File: src/rtl/multiword_add_seq.sv
`default_nettype none
//============================================================================
// Module   : multiword_add_seq (with helper serial_adder)
// Brief    : Streaming multi-word adder; one word per beat, LS word first,
//            carry chained between beats, registered valid/ready output.
// Revision : 1.0 - initial release
//============================================================================

module serial_adder #(
    parameter int WIDTH = 32
) (
    input  logic [WIDTH-1:0] a,
    input  logic [WIDTH-1:0] b,
    input  logic             cin,
    output logic [WIDTH-1:0] s,
    output logic             cout
);

    assign {cout, s} = {1'b0, a} + {1'b0, b} + {{WIDTH{1'b0}}, cin};

endmodule

module multiword_add_seq #(
    parameter int WIDTH     = 32,
    parameter int MAX_WORDS = 4
) (
    input  logic             clk_i,
    input  logic             rst_i,
    input  logic             in_valid_i,
    output logic             in_ready_o,
    input  logic [WIDTH-1:0] in_a_i,
    input  logic [WIDTH-1:0] in_b_i,
    input  logic             in_cin_i,
    input  logic             in_last_i,
    output logic             out_valid_o,
    input  logic             out_ready_i,
    output logic [WIDTH-1:0] out_s_o,
    output logic             out_last_o,
    output logic             out_cout_o,
    output logic             out_err_o
);

    localparam int               CNT_W      = (MAX_WORDS > 1) ? $clog2(MAX_WORDS) : 1;
    localparam logic [CNT_W-1:0] c_cnt_last = CNT_W'(MAX_WORDS - 1);

    logic             r_first;
    logic             r_c;
    logic [CNT_W-1:0] r_cnt;
    logic             r_out_valid;
    logic [WIDTH-1:0] r_out_s;
    logic             r_out_last;
    logic             r_out_cout;
    logic             r_out_err;

    logic             w_accept;
    logic             w_cin;
    logic [WIDTH-1:0] w_sum;
    logic             w_cout;
    logic             w_cnt_end;
    logic             w_pkt_end;

    // Ready depends only on registered state and the consumer, never on in_valid_i.
    assign in_ready_o = !r_out_valid || out_ready_i;
    assign w_accept   = in_valid_i && in_ready_o;
    assign w_cin      = r_first ? in_cin_i : r_c;
    assign w_cnt_end  = (r_cnt == c_cnt_last);
    assign w_pkt_end  = in_last_i || w_cnt_end;

    serial_adder #(
        .WIDTH (WIDTH)
    ) u_adder (
        .a    (in_a_i),
        .b    (in_b_i),
        .cin  (w_cin),
        .s    (w_sum),
        .cout (w_cout)
    );

    always_ff @(posedge clk_i) begin
        if (rst_i) begin
            r_first     <= 1'b1;
            r_c         <= 1'b0;
            r_cnt       <= '0;
            r_out_valid <= 1'b0;
            r_out_s     <= '0;
            r_out_last  <= 1'b0;
            r_out_cout  <= 1'b0;
            r_out_err   <= 1'b0;
        end else if (w_accept) begin
            r_out_valid <= 1'b1;
            r_out_s     <= w_sum;
            r_out_last  <= w_pkt_end;
            r_out_cout  <= w_pkt_end && w_cout;
            // An explicit last on the final permitted word is a clean end, not a truncation.
            r_out_err   <= w_cnt_end && !in_last_i;
            if (w_pkt_end) begin
                r_first <= 1'b1;
                r_c     <= 1'b0;
                r_cnt   <= '0;
            end else begin
                r_first <= 1'b0;
                r_c     <= w_cout;
                r_cnt   <= r_cnt + 1'b1;
            end
        end else if (out_ready_i) begin
            r_out_valid <= 1'b0;
        end
    end

    assign out_valid_o = r_out_valid;
    assign out_s_o     = r_out_s;
    assign out_last_o  = r_out_last;
    assign out_cout_o  = r_out_cout;
    assign out_err_o   = r_out_err;

endmodule

`default_nettype wire

File: config.mk
export PLATFORM = sky130hd
export DESIGN_NAME = multiword_add_seq
export DESIGN_NICKNAME = d
export VERILOG_FILES = /design/src/rtl/multiword_add_seq.sv
export SDC_FILE = /design/constraint.sdc
export NUM_CORES = 1
export LEC_CHECK = 0
export ABC_AREA = 1
export ABC_CLOCK_PERIOD_IN_PS = 2200
export BUFFER_PORTS_ARGS = -buffer_cell sky130_fd_sc_hd__buf_2
export CORE_UTILIZATION = 49
export DETAILED_ROUTE_END_ITERATION = 8
export GPL_TIMING_DRIVEN = 1
export PLACE_DENSITY = 0.86
export RECOVER_POWER = 100
export SYNTH_ARGS = -nofsm -noshare
export SYNTH_HDL_FRONTEND = slang
export SYNTH_SLANG_ARGS = --single-unit
File: constraint.sdc
create_clock -name clk_i -period 2.2 [get_ports clk_i]
set_input_delay 0.22 -clock clk_i [delete_from_list [all_inputs] [get_ports clk_i]]
set_output_delay 0.22 -clock clk_i [all_outputs]
set_load 0.02 [all_outputs]
Word-level counts from Yosys, hierarchy flattened:

Index checks and enable logic that the tools add are counted.

* add/subtract/negate cells: 3
* equal/unequal tests: 1
* multiplexer cells: 6
* reductions and logical operators: 8

Operator list (number)
* adder 32 x 32 -> 33 bit: 1
* adder 33 x 1 -> 33 bit: 1
* two-way mux 1 bit: 5
* logical AND 1 bit: 3
* adder 2 x 1 -> 2 bit (second input constant): 1
* equality test 2 bit (second input constant): 1
* logical NOT 1 bit: 2
* logical OR 1 bit: 2
* two-way mux 2 bit: 1
* nonzero test 2 bit: 1

* register bits after elaboration: 40
* input bits: 70
* output and inout bits: 37
* logic and storage cells: 26

Longest topological paths before layout:

* word-level depth: 4
* depth in mapped cells: 15
* gate-level depth less buffers: 15

Modules after synthesis:

From an unflattened synthesis, not the netlist that was laid out.

* cells, all modules: 695
* area, all modules: 3911.3 um^2

Modules (own cells, without submodules)
* serial_adder: times used 1, cells an instance 505, area an instance 2393.5 um^2, seq. area each 0.0 um^2
* multiword_add_seq: times used 1, cells an instance 190, area an instance 1517.7 um^2, seq. area each 800.8 um^2

Worst setup path before layout:

Ideal clock, no wire load.

* path type: register -> register
* start point: reg r_first
* end point: reg r_out_s[16] (netlist: out_s_o[16])
* library setup time: 0.109 ns
* arrival: 2.036 ns
* data required time: 2.091 ns
* path slack: 0.055 ns
* stages on the path, launching flop included: 16
* path buffers: 0
* clock period less this slack: 2.145 ns
* cells stage by stage: dfxtp_1 -> mux2_2 -> fa_1 -> inv_1 -> fa_1 -> inv_1 -> nand3_1 -> nand3_1 -> nand2_1 -> nand2_1 -> nand2_1 -> nand2_2 -> xnor2_1 -> nand2_1 -> nand2_1 -> inv_1

* cells in the longest elaborated chain, start to end: 2

Ends and longest elaborated chain
* from (decl): line 46 `logic r_first;`
* from (signal assigned): line 81 `r_first <= 1'b1;`
* from (signal assigned): line 97 `r_first <= 1'b1;`
* from (signal assigned): line 101 `r_first <= 1'b0;`
* two-way mux 1 bit: line 65 `assign w_cin = r_first ? in_cin_i : r_c;`
* adder 33 x 1 -> 33 bit: line 19 `assign {cout, s} = {1'b0, a} + {1'b0, b} + {{WIDTH{1'b0}}, cin};`
* to (signal assigned): line 91 `r_out_s <= w_sum;`
* to (decl): line 50 `logic [WIDTH-1:0] r_out_s;`

No other way between the ends.
A chain may end at the register's enable or synchronous reset.

Final worst setup path:

* start point: reg r_first
* end point: reg r_c

* cells in the longest elaborated chain, start to end: 3

Ends and longest elaborated chain
* two-way mux 1 bit: line 65
* adder 33 x 1 -> 33 bit: line 19
* two-way mux 1 bit: line 96 `if (w_pkt_end) begin`
* to (signal assigned): line 102 `r_c <= w_cout;`
* to (decl): line 47 `logic r_c;`

No other way between the ends.

==> results.tsv <==
metric	value	unit
min-delay src	in_last_i	
critical setup path kind	flip-flop to flip-flop	
Crit. Startpoint	r_first	
maximum clock frequency	449	MHz
CTS tree	built	
top-area cell type share of the netlist area	22.8	%
dpl hpwl	8.47	mm
PwrDens	513	mW/mm^2
first-pass GRT wire length	16.9	mm
drt wl/cell	11.3	microns
EDFF count, synth	0	
syn_nets	833	
failing checks	negative setup slack	
CTS HTree Levels	2	
nets@finish	944	
layout cells sized above 1	18.2	%
Yosys cell types	39	
Total GRT Usage	24.4	%
Max-slew headroom	60.0	%
setup TNS	-33.4	ps
Die Wd	93.0	microns
clock buffer depth	2	
status	finished with violations	
Area contributors post-synth	nand2_1 (23%), dfxtp_1 (20%), inv_1 (15%)	
unrepaired setup endpoints after global routing	yes	
CP max FO	3	
Mapped Area	0.00405	sq mm
max-slew violations	0	
port bufs	106	
Final Util	62.9	%
CORE AREA	0.00785	sq mm
die area	0.00864	sq mm
mean post-synth cell area	5.56	sq um
Synth Warn #	0	
worst hold path class	input port to flip-flop	
Crit Reg-Reg Endpoint	r_c	
setup ws final	-27.8	ps
final period utilization	101	%
reg2reg setup slack	-30	ps
CP required	2350	ps
Sink Count	40	
Setup crit end kind	flip-flop	
cts bufs inserted	5	
leakage	3.05	nW
CTS Hold Bufs	0	
clk_lat worst skew	300	ps
CTS root buf	clkbuf_8	
initial core utilization	51.7	%
hold_ws	210	ps
gr ovfl total	0	
number of global-route vias before repair	3810	
Area Growth Syn to Fin	21.7	%
Setup violations, final	2	
final wirelength	10.6	mm
Cell Area, Placed	0.00472	sq mm
sequential element share of the synthesized area	19.8	%
Ports	107	
ys flop type	dfxtp_1	
1st-pass router iterations	5	
worst slew pin tran	601	ps
post-route cell area	0.00493	sq mm
Tmin final	2230	ps
Clock Skew	15.1	ps
Filler Cells Inserted	794	
Reg-to-Reg Start	r_first	
Max-Cap Viols	0	
R2R cell count	15	
FFs w/ async S/R, synth	0	%
hold depth	3	
ANT nets after route	0	
Avg Vias per Cell	4.80	
via count	4531	
CTS clk-pin slew, worst paths	90	ps
Peak VDD IR	305	uV
Placer Congestion	0.914	
Yosys top cell by area	nand2_1	
Syn Inst Count	729	
Hold Path End	out_err_o	
final antenna diode count	0	
startpoint types	flip-flop	
First DRT Iteration DRCs	260	
largest net degree at the start of global routing	35	
Die H	93.0	microns
crit path DAT	2380	ps
Final Hold Viols	0	
DRC Markers	0	
Site Rows	32	
flops & latches, synth	40	
initial antenna violation count	0	
==> worst max-delay path by stage <==
stage             endpoint  slack, ps  cells past startpoint
5_1_grt         out_cout_o       -140                     15
3_3_place_gp           r_c         -1                     15
6_report               r_c        -30                     15
2_1_floorplan  out_s_o[16]         50                     15
4_1_cts        out_s_o[30]          6                     16
3_5_place_dp   out_s_o[30]        -40                     16
==> routing by layer <==
layer	up-vias	part of all wire [%]	track usage, %
li1	2396	-	-
met1	1948	48	35.2
met2	175	44	38.5
met3	12	7.4	2.71
met4	0	1.3	5.77
met5	-	0	0
==> layout by cell type (no fill, tap or decap), drive strengths merged <==
master / count
nand2: 256
inv: 160
nor2: 108
buf: 78
clkbuf: 43
dfxtp: 40
nand3: 39
ha: 32
a21oi: 28
o21ai: 20
xor2: 11
o21bai: 4
and2: 3
nor3: 3
fa: 2
clkinv: 2
mux2: 1
a211oi: 1
o21a: 1
and3: 1
nand4: 1
a31oi: 1
xnor2: 1
a211o: 1
nand3b: 1
o211ai: 1
a31o: 1
bufinv: 1
==> cells in the mapped netlist (2+ instances only) <==
library cell    n
nand2_1       246
inv_1         157
nor2_1        101
dfxtp_1        40
nand3_1        37
ha_1           32
a21oi_1        25
o21ai_0        18
xor2_1         11
nand2_2        10
nor2_2          5
clkbuf_1        4
o21bai_1        4
a21oi_2         3
and2_1          3
buf_2           3
inv_2           3
fa_1            2
nand3_2         2
nor2_4          2
nor3_2          2
o21ai_1         2
==> cell families after synthesis <==
family	Yosys count	share of synthesized area [%]
AOI/OAI and AO/OA	58	8.09
xor gates and xnor gates	12	2.59
adders and majority gates	34	10.9
buffers and inverters	172	16.8
DFF	40	19.8
muxes	1	0.278
and+or+nand+nor	412	41.6
==> sequential cells by signal, summed over array words and instances, names as in the netlist <==
register	count
out_s_o	32
r_cnt	2
out_cout_o	1
out_err_o	1
out_last_o	1
out_valid_o	1
r_c	1
r_first	1
==> layout make-up <==
class	instances	area (sq um)	area share [%]
multi-input combinational	517	2720	55.2
tap	102	128	2.59
clock inverter	2	35.0	0.710
clock buffer	6	72.6	1.47
timing repair buffer	115	568	11.5
sequential	40	802	16.3
inverter	161	604	12.2
==> power breakdown <==
group | switching (mW) | total (mW) | internal, mW
registers | 0.0359 | 0.827 | 0.792
clock network | 0.279 | 0.616 | 0.337
logic | 0.702 | 1.09 | 0.386
==> per-stage QoR <==
stage                     cells  total power [mW]  worst slack (ps)
after detailed placement    935              1.88             -35.9
after global placement      935              1.86             -1.24
final                       943              2.53             -27.8
after global routing        943              2.70              -141
after CTS                   943              2.49              5.81
after floorplan             729              1.57              54.7
==> critical path, cell delays in order, from the launching register on <==
cell     delay (ps)
dfxtp_2         350
mux2_4          300
fa_2            350
inv_2            70
fa_2            200
inv_2            40
nand3_1          80
nand3_2         100
nand2_1          90
nand2_2          70
nand2_1          90
nand2_2          90
nand2_2          70
nand2_2          70
nand2_2          80
a21oi_2          50
==> timing repair <==
action                                  in CTS  in global routing
setup buffers                                0                  0
pin swaps                                    3                 15
endpoints found under the setup margin      14                 29
resized for setup                           12                 41
(Power assumes the default switching activity.)
